$ cat src/rtl/ldpc_pkg.sv
// Shared constants and FSM encoding for the 4x24 LDPC decoder iteration scheduler.
// The write-back alignment depth is derived from the memory and VPU latencies.
package ldpc_pkg;

  localparam int N_COL      = 24;
  localparam int COL_AW     = 5;
  localparam int ITER_W     = 6;
  localparam int MEM_RD_LAT = 1;
  localparam int VPU_LAT    = 3;
  localparam int DLY_DEPTH  = MEM_RD_LAT + VPU_LAT;
  localparam int DRAIN_W    = $clog2(DLY_DEPTH + 1);

  typedef enum logic [2:0] {
    IDLE     = 3'd0,
    CN_WAIT  = 3'd1,
    VN_ISSUE = 3'd2,
    VN_DRAIN = 3'd3,
    CHECK    = 3'd4
  } state_t;

  // A programmed cap of zero still runs one full iteration.
  function automatic logic [ITER_W-1:0] eff_cap(input logic [ITER_W-1:0] m);
    return (m == '0) ? ITER_W'(1) : m;
  endfunction

endpackage

$ cat src/rtl/ldpc_dly_line.sv
// Fixed-depth shift register with async clear and sync flush; the MSB of each
// word is treated as a valid bit so an intermediate valid tap can be exposed.
module ldpc_dly_line #(
  parameter int DEPTH   = 4,
  parameter int WIDTH   = 6,
  parameter int MID_TAP = 1
) (
  input  logic             clk,
  input  logic             rst_n,
  input  logic             i_flush,
  input  logic [WIDTH-1:0] i_d,
  output logic             o_mid_vld,
  output logic [WIDTH-1:0] o_last
);

  logic [DEPTH-1:0][WIDTH-1:0] r_q;

  always_ff @(posedge clk or negedge rst_n) begin
    if (!rst_n) begin
      r_q <= '0;
    end else if (i_flush) begin
      r_q <= '0;
    end else begin
      r_q[0] <= i_d;
      for (int i = 1; i < DEPTH; i++) begin
        r_q[i] <= r_q[i-1];
      end
    end
  end

  assign o_mid_vld = r_q[MID_TAP-1][WIDTH-1];
  assign o_last    = r_q[DEPTH-1];

endmodule

$ cat src/rtl/ldpc_vpu_sched.sv
// LDPC iteration scheduler: CN phase handshake, 24-column VN sweep with
// latency-aligned VPU enable and write-back, early exit on syndrome or cap.
module ldpc_vpu_sched
  import ldpc_pkg::*;
(
  input  logic              clk,
  input  logic              rst_n,
  input  logic              start,
  input  logic              abort,
  input  logic [ITER_W-1:0] max_iter,
  output logic              cn_start,
  input  logic              cn_done,
  input  logic              synd_ok,
  output logic              rd_en,
  output logic [COL_AW-1:0] rd_addr,
  output logic              vpu_en,
  output logic              wr_en,
  output logic [COL_AW-1:0] wr_addr,
  output logic [ITER_W-1:0] iter_cnt,
  output logic              busy,
  output logic              done,
  output logic              success
);

  localparam int PW = COL_AW + 1;

  state_t              r_state;
  logic [ITER_W-1:0]   r_cap;
  logic [ITER_W-1:0]   r_iter;
  logic [DRAIN_W-1:0]  r_drain;
  logic                r_cn_start;
  logic                r_rd_en;
  logic [COL_AW-1:0]   r_rd_addr;
  logic                r_busy;
  logic                r_done;
  logic                r_success;

  logic                w_flush;
  logic                w_vpu_en;
  logic [PW-1:0]       w_last;

  // Abort in IDLE is harmless; flushing an already-empty pipeline changes nothing.
  assign w_flush = abort;

  always_ff @(posedge clk or negedge rst_n) begin
    if (!rst_n) begin
      r_state    <= IDLE;
      r_cap      <= '0;
      r_iter     <= '0;
      r_drain    <= '0;
      r_cn_start <= 1'b0;
      r_rd_en    <= 1'b0;
      r_rd_addr  <= '0;
      r_busy     <= 1'b0;
      r_done     <= 1'b0;
      r_success  <= 1'b0;
    end else begin
      r_cn_start <= 1'b0;
      r_done     <= 1'b0;
      if (abort) begin
        if (r_state != IDLE) begin
          r_state   <= IDLE;
          r_busy    <= 1'b0;
          r_success <= 1'b0;
          r_rd_en   <= 1'b0;
          r_rd_addr <= '0;
        end
      end else begin
        case (r_state)
          IDLE: begin
            // A start coinciding with the done pulse belongs to the finished decode.
            if (start && !r_done) begin
              r_cap      <= eff_cap(max_iter);
              r_iter     <= '0;
              r_success  <= 1'b0;
              r_busy     <= 1'b1;
              r_cn_start <= 1'b1;
              r_state    <= CN_WAIT;
            end
          end
          CN_WAIT: begin
            if (cn_done) begin
              r_rd_en   <= 1'b1;
              r_rd_addr <= '0;
              r_state   <= VN_ISSUE;
            end
          end
          VN_ISSUE: begin
            if (r_rd_addr == COL_AW'(N_COL - 1)) begin
              r_rd_en   <= 1'b0;
              r_rd_addr <= '0;
              r_drain   <= DRAIN_W'(DLY_DEPTH - 1);
              r_state   <= VN_DRAIN;
            end else begin
              r_rd_addr <= r_rd_addr + 1'b1;
            end
          end
          VN_DRAIN: begin
            if (r_drain == '0) begin
              if (r_iter != r_cap) begin
                r_iter <= r_iter + 1'b1;
              end
              r_state <= CHECK;
            end else begin
              r_drain <= r_drain - 1'b1;
            end
          end
          CHECK: begin
            if (synd_ok || (r_iter == r_cap)) begin
              r_success <= synd_ok;
              r_done    <= 1'b1;
              r_busy    <= 1'b0;
              r_state   <= IDLE;
            end else begin
              r_cn_start <= 1'b1;
              r_state    <= CN_WAIT;
            end
          end
          default: r_state <= IDLE;
        endcase
      end
    end
  end

  ldpc_dly_line #(
    .DEPTH  (DLY_DEPTH),
    .WIDTH  (PW),
    .MID_TAP(MEM_RD_LAT)
  ) u_align (
    .clk      (clk),
    .rst_n    (rst_n),
    .i_flush  (w_flush),
    .i_d      ({r_rd_en, r_rd_addr}),
    .o_mid_vld(w_vpu_en),
    .o_last   (w_last)
  );

  assign cn_start = r_cn_start;
  assign rd_en    = r_rd_en;
  assign rd_addr  = r_rd_addr;
  assign vpu_en   = w_vpu_en;
  assign wr_en    = w_last[PW-1];
  assign wr_addr  = w_last[COL_AW-1:0];
  assign iter_cnt = r_iter;
  assign busy     = r_busy;
  assign done     = r_done;
  assign success  = r_success;

endmodule

$ cat config.mk
export PLATFORM = sky130hd
export DESIGN_NAME = ldpc_vpu_sched
export DESIGN_NICKNAME = d
export VERILOG_FILES = /design/src/rtl/ldpc_pkg.sv /design/src/rtl/ldpc_dly_line.sv /design/src/rtl/ldpc_vpu_sched.sv
export SDC_FILE = /design/constraint.sdc
export NUM_CORES = 1
export LEC_CHECK = 0
export ABC_AREA = 1
export BUFFER_PORTS_ARGS = -buffer_cell sky130_fd_sc_hd__buf_4
export CAP_MARGIN = 25
export CORE_MARGIN = 2
export CORE_UTILIZATION = 45
export DETAILED_ROUTE_END_ITERATION = 8
export PLACE_DENSITY_LB_ADDON = 0.3
export SYNTH_ARGS = -nofsm -noshare
export SYNTH_HDL_FRONTEND = slang
export SYNTH_SLANG_ARGS = --single-unit
$ cat constraint.sdc
create_clock -name clk -period 3.16 [get_ports clk]
set_input_delay 0 -clock clk [delete_from_list [all_inputs] [get_ports clk]]
set_output_delay 0 -clock clk [all_outputs]
set_load 0.05 [all_outputs]
==> results of run 1 <==
## power groups by stage
| stage | Combinational [mW] | Clock (mW) | Sequential [mW] |
|---|---|---|---|
| 2_1_floorplan | 0.428 | 0 | 0.941 |
| 3_3_place_gp | 0.661 | 0 | 0.850 |
| 3_5_place_dp | 0.668 | 0 | 0.851 |
| 4_1_cts | 0.678 | 0.389 | 0.838 |
| 5_1_grt | 0.749 | 0.418 | 0.855 |
| 6_report | 0.669 | 0.373 | 0.836 |
## layout make-up
type	instances	area, sq um	share of cell area
sequential	52	1300	0.449
multi-input combinational	172	911	0.314
timing repair buffer	41	325	0.112
inverter	49	184	0.0634
tap	72	90.1	0.0311
clock buffer	6	72.6	0.0250
clock inverter	2	16.3	0.00561
## through the flow
stage / power, mW / instance area [sq um]
floorplan: 1.37 / 2480
global placement: 1.51 / 2740
detailed placement: 1.52 / 2740
CTS: 1.90 / 2900
global route: 2.02 / 2900
finish: 1.88 / 2900
## flip-flops by register name, indices dropped and copies added (netlist names)
name and flops:
success 1, cn_start 1, iter_cnt 6, r_cap 6
rd_addr 5, r_drain 3, u_align.o_mid_vld 1, done 1
rd_en 1, r_state 3, busy 1, u_align.o_last 6
u_align.r_q 17
## worst max-delay path by stage
stage	from	end	slack, ns	depth (start not counted)
after detailed placement	r_state[2]$_DFFE_PN0P_	iter_cnt[0]$_DFFE_PN0P_	1.59	7
final	r_state[2]$_DFFE_PN0P_	iter_cnt[0]$_DFFE_PN0P_	1.57	7
after floorplan	rd_addr[0]$_DFFE_PN0P_	r_drain[0]$_DFFE_PN0P_	1.46	6
after global placement	r_state[1]$_DFFE_PN0P_	r_cap[1]$_DFFE_PN0P_	1.60	5
after global routing	r_state[2]$_DFFE_PN0P_	r_drain[0]$_DFFE_PN0P_	1.41	7
after CTS	r_state[2]$_DFFE_PN0P_	iter_cnt[0]$_DFFE_PN0P_	1.56	7
## worst max-delay path: stages, from the launching register on
cell	delay, ns
sky130_fd_sc_hd__dfrtp_1	0.53
sky130_fd_sc_hd__nor2_4	0.30
sky130_fd_sc_hd__inv_2	0.12
sky130_fd_sc_hd__nor2_4	0.09
sky130_fd_sc_hd__nor2_2	0.04
sky130_fd_sc_hd__nand2_2	0.24
sky130_fd_sc_hd__nand2_1	0.12
sky130_fd_sc_hd__o21ai_2	0.07
## repair_timing
item,4_1_cts,5_1_grt
gates resized for setup,0,0
hold buffers,7,0
buffers inserted,0,0
hold endpoints to repair,58,0
setup endpoints to repair,0,0
## logic make-up (layout without fill, tap and decap cells)
logic type,count (synthesis),count (layout),synth area share
xor gates and xnor gates,5,5,0.0176
adders and majority gates,4,4,0.0202
DFF,52,52,0.524
and+or+nand+nor,135,135,0.248
AOI/OAI and AO/OA,27,27,0.0766
muxes,1,1,0.00454
buffers and inverters,61,98,0.109
## metal layers
metal  routed length (um)  track usage  vias up
li1                     -            -      940
met1                 1930        0.203      835
met2                 2090        0.266       35
met3                  165       0.0368        5
met4                   67       0.0544        0
met5                    0            0        -
## placed cells by master, fill, tap and decap left out, types with 2 or more instances in the layout
cell type,Yosys,routed
sky130_fd_sc_hd__ha_1,4,4
sky130_fd_sc_hd__nand4_1,5,5
sky130_fd_sc_hd__inv_2,3,3
sky130_fd_sc_hd__dlygate4sd3_1,0,7
sky130_fd_sc_hd__o21ai_2,6,6
sky130_fd_sc_hd__inv_1,46,46
sky130_fd_sc_hd__xor2_1,5,5
sky130_fd_sc_hd__nor2_2,2,2
sky130_fd_sc_hd__nand3_1,9,9
sky130_fd_sc_hd__dfrtp_1,52,52
sky130_fd_sc_hd__o21ai_1,3,3
sky130_fd_sc_hd__nand2_2,10,10
sky130_fd_sc_hd__clkbuf_8,0,5
sky130_fd_sc_hd__a21oi_1,5,5
sky130_fd_sc_hd__o21ai_0,6,6
sky130_fd_sc_hd__nor2_4,3,3
sky130_fd_sc_hd__nor3_1,2,2
sky130_fd_sc_hd__nor2_1,44,44
sky130_fd_sc_hd__buf_4,6,34
sky130_fd_sc_hd__nand2_1,54,54
==> results.yml, run 1 <==
run_status:
  result_of_the_run: "completed"
cts:
  worst_skew_pair.late_latency_ns: 0.30
  ctsLongestPathBuffers: 2
  path_clk_slew_ns: 0.09
  clockRootBuffer: "sky130_fd_sc_hd__clkbuf_8"
  cts_sinks: 52
  tritoncts.num_buffers: 5
  h-tree-depth: 2
  tritoncts_clock_tree: "done"
floorplan:
  boundaryPins: 35
  start_util: 0.459
  die_height_um: 78.3
  die-area_sq_um: 6130
  core_sq_um: 5410
  die_width_um: 78.3
  floorplan.rows: 27
logic_synthesis:
  ys.warnings.count: 0
  synth-edff-count: 0
  syn-num-nets: 301
  yosysSeqAreaShare: 0.524
  ys_ff_latch: 52
  synth_common_cells: "sky130_fd_sc_hd__nand2_1 (54), sky130_fd_sc_hd__dfrtp_1 (52), sky130_fd_sc_hd__inv_1 (46)"
  netlist.area_leader.share: 0.524
  synthCells: 285
  post_synthesis_mean_instance_area_sq_um: 8.71
  post_synth_instance_area_sq_um: 2480
  post_synth_main_area_contributors: "sky130_fd_sc_hd__dfrtp_1 (52%), sky130_fd_sc_hd__nand2_1 (8.2%), sky130_fd_sc_hd__inv_1 (7.0%)"
  ys_async_sr_fraction: 1.00
  yosysMostFrequentCell: "sky130_fd_sc_hd__nand2_1"
  ys_types: 35
  dominantRegCellSynth: "sky130_fd_sc_hd__dfrtp_1"
  post-synth-top-area-cell: "sky130_fd_sc_hd__dfrtp_1"
route:
  route.antenna.remaining_nets: 0
  route.detailed.wl_per_inst_um: 10.8
  dr_total_vias: 1815
  vias_per_cell: 4.61
  drt-total-wl_mm: 4.25
  first_pass_iters: 4
  drc_errors: 0
  first_iter_violations: 85
timing:
  final.setup.tns_ns: 0
  timing.fmax_ghz: 0.629
  clock-skew-final_ns: 0.00653
  timing_worst_slew_pin_value_ns: 0.634
  worst_slew_margin_rel: 0.577
  finalCritPeriodShare: 0.503
  finalSetupViolations: 0
  drv_slew: 0
  fin_worst_hold_slack_ns: 0.000182
  report.final.hold_viol_count: 0
  grt_setup_unrepaired: "no"
  final.setup.worst_slack_ns: 1.57
  finalCriticalPeriod_ns: 1.59
hold_path:
  min_delay_path_depth: 3
  min_delay_worst_endpoint: "r_cap[0]$_DFFE_PN0P_"
  hp-start: "max_iter[0]"
  min-delay-path-class: "primary input to register"
job:
  drv_cap: 0
final_layout:
  fill_cells: 512
  num_antenna_cells: 0
  drive_above_1_share: 0.227
  stdcell_count: 394
  fin_nets: 337
  area_growth_syn_to_layout_pct: 16.8
  postLayoutCoreUtil: 0.537
setup_path:
  timing.reg2reg.setup_slack_ns: 1.57
  timing.setup.critical_path_class: "register to register"
  timing.rr.start: "r_state[2]$_DFFE_PN0P_"
  worst_r2r_path_depth: 7
  worst_ep_required_time_ns: 3.39
  critPathMaxFanout: 12
  critPathCaptureType: "register"
  timing.critical_path.arrival_ns: 1.82
  timing.critical_path.from_type: "register"
  worstReg2RegEnd: "iter_cnt[0]$_DFFE_PN0P_"
global_routing:
  antenna_found_initial: 0
  grtUsageTotal: 0.159
  grt_max_degree: 53
  grt_first_pass_wirelength_mm: 7.71
  globalRoute.totalOverflow: 0
  vias_in_the_first_global_route: 1760
pwr:
  powerDensity_nw_per_um2: 648
  pwr-share-clk: 0.199
  max-vdd-ir-drop_v: 0.000313
  sequential_power_share: 0.445
  leakage_power_nw: 1.49
  power.switching_mw: 0.744
  power_report.internal_total_mw: 1.13
  combinationalPowerShare: 0.356
  switching_share: 0.396
placement:
  gp_congestion: 0.803
  place_hpwl_mm: 2.99
  placed_cells: 379
  port-buffer-count: 34
  dp_slack_ns: 1.59
No activity file was read; power rests on OpenSTA's default activity.
==> run 2, diff against run 1 <==
==> constraint.sdc (replaced) <==
create_clock -name clk -period 1.5 [get_ports clk]
set_input_delay 0 -clock clk [delete_from_list [all_inputs] [get_ports clk]]
set_output_delay 0 -clock clk [all_outputs]
set_load 0.05 [all_outputs]
==> run 2 against run 1 <==
Count of clock-buffer cells in the layout down 1. Global-route usage up 0.52 points. Sequential power up 110%.
==> results.yml, run 2 (synthesized netlist as in run 1, its figures left out) <==
run_status:
  result_of_the_run: "completed"
setup_path:
  cpMaxStageDelayCell: "sky130_fd_sc_hd__dfrtp_1"
  crit_chain: "inv_2, nand2_4, nor2_4, o211ai_2, nor2_4, nand2_4, nand2_2, o21ai_2"
  timing.critical_path.arrival_ns: 1.69
  critPathMaxFanout: 6
  critPathCaptureType: "register"
  critPathTopFamily: "simple AND/OR/NAND/NOR gates"
  worst_ep_required_time_ns: 1.71
  timing.setup.critical_path_class: "register to register"
  crit_path_max_incr_delay_ns: 0.45
  timing.critical_path.from_type: "register"
  cp_buf_inv_count: 1
  timing.reg2reg.setup_slack_ns: 0.01
final_layout:
  fin_nets: 363
  regMostFlops: "u_align.r_q"
  drive_above_1_share: 0.333
  num_antenna_cells: 0
  largest_register_ff_count: 17
  area_growth_syn_to_layout_pct: 28.3
  final_design_area_no_fill_sq_um: 3180
  most_frequent_cells_in_the_layout: "sky130_fd_sc_hd__buf_4 (58), sky130_fd_sc_hd__nand2_1 (52), sky130_fd_sc_hd__inv_1 (45), sky130_fd_sc_hd__dfrtp_1 (43), sky130_fd_sc_hd__nor2_1 (41)"
  mostFrequentLayoutCell: "sky130_fd_sc_hd__buf_4"
cts:
  cts_sinks: 52
  path_clk_slew_ns: 0.10
  clockRootBuffer: "sky130_fd_sc_hd__clkbuf_8"
  worst_skew_pair.late_latency_ns: 0.31
  tritoncts_clock_tree: "done"
  h-tree-depth: 2
  tritoncts.num_buffers: 5
  ctsLongestPathBuffers: 2
timing:
  grt_setup_unrepaired: "yes"
  timing.fmax_ghz: 0.673
  report.final.hold_viol_count: 0
  finalSetupViolations: 0
  finalCriticalPeriod_ns: 1.49
  clock-skew-final_ns: 0.00442
  final.setup.tns_ns: 0
  finalCritPeriodShare: 0.990
  fin_worst_hold_slack_ns: 0.0680
  drv_slew: 0
  timing_worst_slew_pin_value_ns: 0.641
  worst_slew_margin_rel: 0.572
pwr:
  power.switching_mw: 1.79
  switching_share: 0.405
  sequential_power_share: 0.403
  pwr-share-clk: 0.193
  power_report.internal_total_mw: 2.63
  max-vdd-ir-drop_v: 0.000930
  powerDensity_nw_per_um2: 1390
  combinationalPowerShare: 0.405
  leakage_power_nw: 1.61
floorplan:
  core_sq_um: 5410
  boundaryPins: 35
  start_util: 0.459
  die_width_um: 78.3
  die-area_sq_um: 6130
  die_height_um: 78.3
  floorplan.rows: 27
placement:
  port-buffer-count: 34
  gp_congestion: 0.803
  place_hpwl_mm: 3.21
  place_area_sq_um: 2850
route:
  dr_total_vias: 1937
  route.antenna.remaining_nets: 0
  drc_errors: 0
  vias_per_cell: 4.61
  first_pass_iters: 4
  first_iter_violations: 150
  drt-total-wl_mm: 4.74
  route.detailed.wl_per_inst_um: 11.3
global_routing:
  antenna_found_initial: 0
  grt_first_pass_wirelength_mm: 7.90
  vias_in_the_first_global_route: 1849
  grt_max_degree: 53
  grtUsageTotal: 0.164
  globalRoute.totalOverflow: 0
hold_path:
  min-delay-path-class: "primary input to register"
job:
  drv_cap: 0
## run 2: area by class of cell
type	instances	area (sq um)
flip-flops and latches	52	1310
well taps	72	90.1
repair buffers	66	515
multi-input cells	173	986
clock inverters	3	27.5
inverters	49	184
clock buffers	5	68.8
fillers	486	2220
## run 2: worst register-to-register path, stage by stage, from the launching register on
cell and delay (ns):
sky130_fd_sc_hd__dfrtp_1 0.45, sky130_fd_sc_hd__inv_2 0.11, sky130_fd_sc_hd__nand2_4 0.06, sky130_fd_sc_hd__nor2_4 0.19, sky130_fd_sc_hd__o211ai_2 0.14, sky130_fd_sc_hd__nor2_4 0.18, sky130_fd_sc_hd__nand2_4 0.11, sky130_fd_sc_hd__nand2_2 0.09
sky130_fd_sc_hd__o21ai_2 0.05
## run 2: power groups by stage
stage / clock network, mW / logic [mW] / registers [mW]
global route: 0.931 / 1.97 / 1.81
detailed placement: 0 / 1.50 / 1.80
global placement: 0 / 1.47 / 1.79
floorplan: 0 / 0.906 / 1.99
CTS: 0.870 / 1.52 / 1.77
finish: 0.853 / 1.79 / 1.78
## run 2: routing by layer
metal  vias to the layer above  part of all wire  global-route usage
met5                         -                 0                   0
met3                         8             0.041              0.0287
met1                       891              0.46               0.217
met2                        48              0.47               0.265
li1                        990                 -                   -
met4                         0             0.022              0.0737
## run 2: repair_timing
item	4_1_cts	5_1_grt
cloned	0	1
setup endpoints to repair	6	21
resized for setup	2	15
hold buffers	8	0
buffers inserted	0	12
hold endpoints to repair	59	0
pin swaps	0	11
## run 2: path summary, 6_finish.rpt
kind / start / end / cells past startpoint
setup / recovery: r_state[1]$_DFFE_PN0P_ / iter_cnt[3]$_DFFE_PN0P_ / 8
min in group asynchronous: rst_n / u_align.r_q[1]$_DFF_PN0_ / 2
max in group asynchronous: rst_n / iter_cnt[4]$_DFFE_PN0P_ / 2
setup reg to reg: r_state[1]$_DFFE_PN0P_ / iter_cnt[3]$_DFFE_PN0P_ / 8
hold / removal: abort / success$_DFFE_PN0P_ / 4
hold reg to reg: u_align.r_q[3]$_DFF_PN0_ / u_align.r_q[9]$_DFF_PN0_ / 2
## run 2: through the flow
step | util | total power [mW] | std cells | setup WS (ns)
after floorplan | - | 2.90 | 285 | 0.00842
after detailed placement | 0.528 | 3.30 | 391 | -0.0439
after global placement | 0.528 | 3.26 | 391 | 0.0209
final | 0.589 | 4.43 | 420 | 0.0147
after CTS | 0.562 | 4.17 | 407 | 0.0166
after global routing | 0.589 | 4.72 | 420 | -0.0665
==> run 3, diff against run 2 <==
--- a/config.mk
+++ b/config.mk
@@ -6,11 +6,12 @@
 export NUM_CORES = 1
 export LEC_CHECK = 0
 export ABC_AREA = 1
-export BUFFER_PORTS_ARGS = -buffer_cell sky130_fd_sc_hd__buf_4
 export CAP_MARGIN = 25
-export CORE_MARGIN = 2
+export CORE_MARGIN = 3
 export CORE_UTILIZATION = 45
+export CTS_BUF_LIST = sky130_fd_sc_hd__clkbuf_16
 export DETAILED_ROUTE_END_ITERATION = 8
+export DONT_BUFFER_PORTS = 1
 export PLACE_DENSITY_LB_ADDON = 0.3
 export SYNTH_ARGS = -nofsm -noshare
 export SYNTH_HDL_FRONTEND = slang
==> run 3 against run 2 <==
Count of clock-buffer cells in the layout did not move. Register-to-register slack barely moved. Routed wire length rose by 14%. Clock skew rose by 0.0016 ns. Sequential share of layout area fell by 2.0 points. Utilization rose by 5.3 points. Global-route usage rose by 1.1 points. Critical path depth rose by 1. Non-clock buffer count fell by 5. Combinational power barely moved. Critical path type unchanged. Critical endpoint is now rd_en$_DFFE_PN0P_.
==> results.yml, run 3 (synthesized netlist as in run 1, its figures left out) <==
floorplan:
  floorplan.rows: 26
  start_util: 0.477
  die_width_um: 80.3
  core_sq_um: 5200
  die-area_sq_um: 6440
  boundaryPins: 35
  die_height_um: 80.3
global_routing:
  globalRoute.totalOverflow: 0
  antenna_found_initial: 0
  grt_first_pass_wirelength_mm: 8.65
  vias_in_the_first_global_route: 1940
  grt_max_degree: 53
  grtUsageTotal: 0.175
final_layout:
  largest_register_ff_count: 17
  regMostFlops: "u_align.r_q"
  multi_input_gate_area_in_the_final_layout_sq_um: 1030
  drive_above_1_share: 0.294
  fin_nets: 358
  most_frequent_cells_in_the_layout: "sky130_fd_sc_hd__nand2_1 (48), sky130_fd_sc_hd__dfrtp_1 (44), sky130_fd_sc_hd__inv_1 (42), sky130_fd_sc_hd__nor2_1 (37)"
  area_growth_syn_to_layout_pct: 34.7
  sequential_cell_area_sq_um: 1310
  mostFrequentLayoutCell: "sky130_fd_sc_hd__nand2_1"
  fill_cells: 438
  num_antenna_cells: 0
  final_design_area_no_fill_sq_um: 3340
route:
  route.detailed.wl_per_inst_um: 13.0
  route.antenna.remaining_nets: 0
  drt-total-wl_mm: 5.39
  vias_per_cell: 4.83
  drc_errors: 0
  dr_total_vias: 1993
  first_iter_violations: 116
  first_pass_iters: 4
timing:
  drv_slew: 0
  clock-skew-final_ns: 0.00600
  grt_setup_unrepaired: "yes"
  finalSetupViolations: 0
  fin_worst_hold_slack_ns: 0.00363
  worst_slew_margin_rel: 0.633
  timing.fmax_ghz: 0.673
  finalCriticalPeriod_ns: 1.49
  timing_worst_slew_pin_value_ns: 0.551
  report.final.hold_viol_count: 0
  final.setup.worst_slack_ns: 0.0139
  finalCritPeriodShare: 0.991
cts:
  ctsLongestPathBuffers: 2
  h-tree-depth: 2
  cts_sinks: 52
  tritoncts.num_buffers: 5
  clockRootBuffer: "sky130_fd_sc_hd__clkbuf_16"
  path_clk_slew_ns: 0.07
  tritoncts_clock_tree: "done"
  worst_skew_pair.late_latency_ns: 0.29
setup_path:
  cp_buf_inv_count: 2
  timing.critical_path.from_type: "register"
  worst_ep_required_time_ns: 1.73
  worstSetupStartpoint: "r_state[0]$_DFFE_PN0P_"
  cpMaxStageDelayCell: "sky130_fd_sc_hd__dfrtp_1"
  critPathCaptureType: "register"
  timing.critical_path.arrival_ns: 1.72
  critPathTopFamily: "simple AND/OR/NAND/NOR gates"
  cp_common_cell: "sky130_fd_sc_hd__nand2_2"
  worst_r2r_path_depth: 9
  critPathMaxFanout: 4
  crit_chain: "buf_6, nor2_2, nand2_2, nand2_2, nand2_2, a21oi_4, buf_4, nand3_1, nand2_1"
  timing.reg2reg.setup_slack_ns: 0.01
  timing.setup.critical_path_class: "register to register"
  worstReg2RegEnd: "rd_en$_DFFE_PN0P_"
  crit_path_max_incr_delay_ns: 0.41
  timing.rr.start: "r_state[0]$_DFFE_PN0P_"
hold_path:
  hp-start: "abort"
  min-delay-path-class: "primary input to register"
  min_delay_worst_endpoint: "r_state[2]$_DFFE_PN0P_"
  min_delay_path_depth: 3
job:
  drv_cap: 0
pwr:
  leakage_power_nw: 1.67
  powerDensity_nw_per_um2: 1490
  max-vdd-ir-drop_v: 0.00101
placement:
  place_hpwl_mm: 3.20
  port-buffer-count: 0
  gp_congestion: 0.876
  dp_slack_ns: -0.0434
  place_area_sq_um: 2680
run_status:
  result_of_the_run: "completed"
## run 3: cell types whose count changed in the layout (fill, tap and decap cells not counted), sizes merged
cell / before / now
clkinv: 1 / 2
clkinvlp: 1 / 0
dlygate4sd3: 8 / 28
buf: 58 / 32
bufinv: 0 / 1
dlymetal6s4s: 0 / 1
inv: 50 / 49
## run 3: worst max-delay path by stage
stage	end	depth (start not counted)
3_5_place_dp	iter_cnt[0]$_DFFE_PN0P_	9
2_1_floorplan	r_drain[0]$_DFFE_PN0P_	5
4_1_cts	r_drain[0]$_DFFE_PN0P_	8
3_3_place_gp	r_drain[0]$_DFFE_PN0P_	7
6_report	rd_en$_DFFE_PN0P_	9
5_1_grt	rd_addr[3]$_DFFE_PN0P_	8
## run 3: timing repair
| item | CTS | global route |
|---|---|---|
| resized for setup | 3 | 33 |
| pin swaps | 0 | 15 |
| hold buffers | 30 | 0 |
| endpoints found under the setup margin | 10 | 24 |
| setup buffers | 0 | 8 |
| cloned | 0 | 1 |
| endpoints found under the hold margin | 91 | 0 |
## run 3: worst min-delay path: stages
cell,delay [ns]
sky130_fd_sc_hd__o21ai_1,0.10
sky130_fd_sc_hd__nand3_2,0.12
sky130_fd_sc_hd__nor3_1,0.05
## run 3: layer usage
layer	vias up	share of wire	track usage
met5	-	0	0
met4	0	0.016	0.0726
met3	7	0.048	0.0471
met2	47	0.50	0.296
met1	960	0.43	0.210
li1	979	-	-
## run 3: power by group
group          internal (mW)  switching, mW
Clock                  0.785          0.518
Sequential              1.61          0.252
Combinational          0.713           1.10
## run 3: per-stage QoR
| stage | setup TNS [ns] | util | cells | total power, mW |
|---|---|---|---|---|
| 4_1_cts | 0 | 0.609 | 404 | 4.64 |
| 3_3_place_gp | 0 | 0.514 | 366 | 3.19 |
| 6_report | 0 | 0.643 | 413 | 4.97 |
| 3_5_place_dp | -0.177 | 0.514 | 366 | 3.22 |
| 2_1_floorplan | 0 | - | 285 | 2.90 |
| 5_1_grt | -0.546 | 0.643 | 413 | 5.27 |
## run 3: layout make-up
type	count	area share
clock buffers	5	0.0374
clock inverters	3	0.0127
inverters	49	0.0557
multi-input cells	173	0.307
flip-flops and latches	52	0.392
well taps	70	0.0262
repair buffers	61	0.169
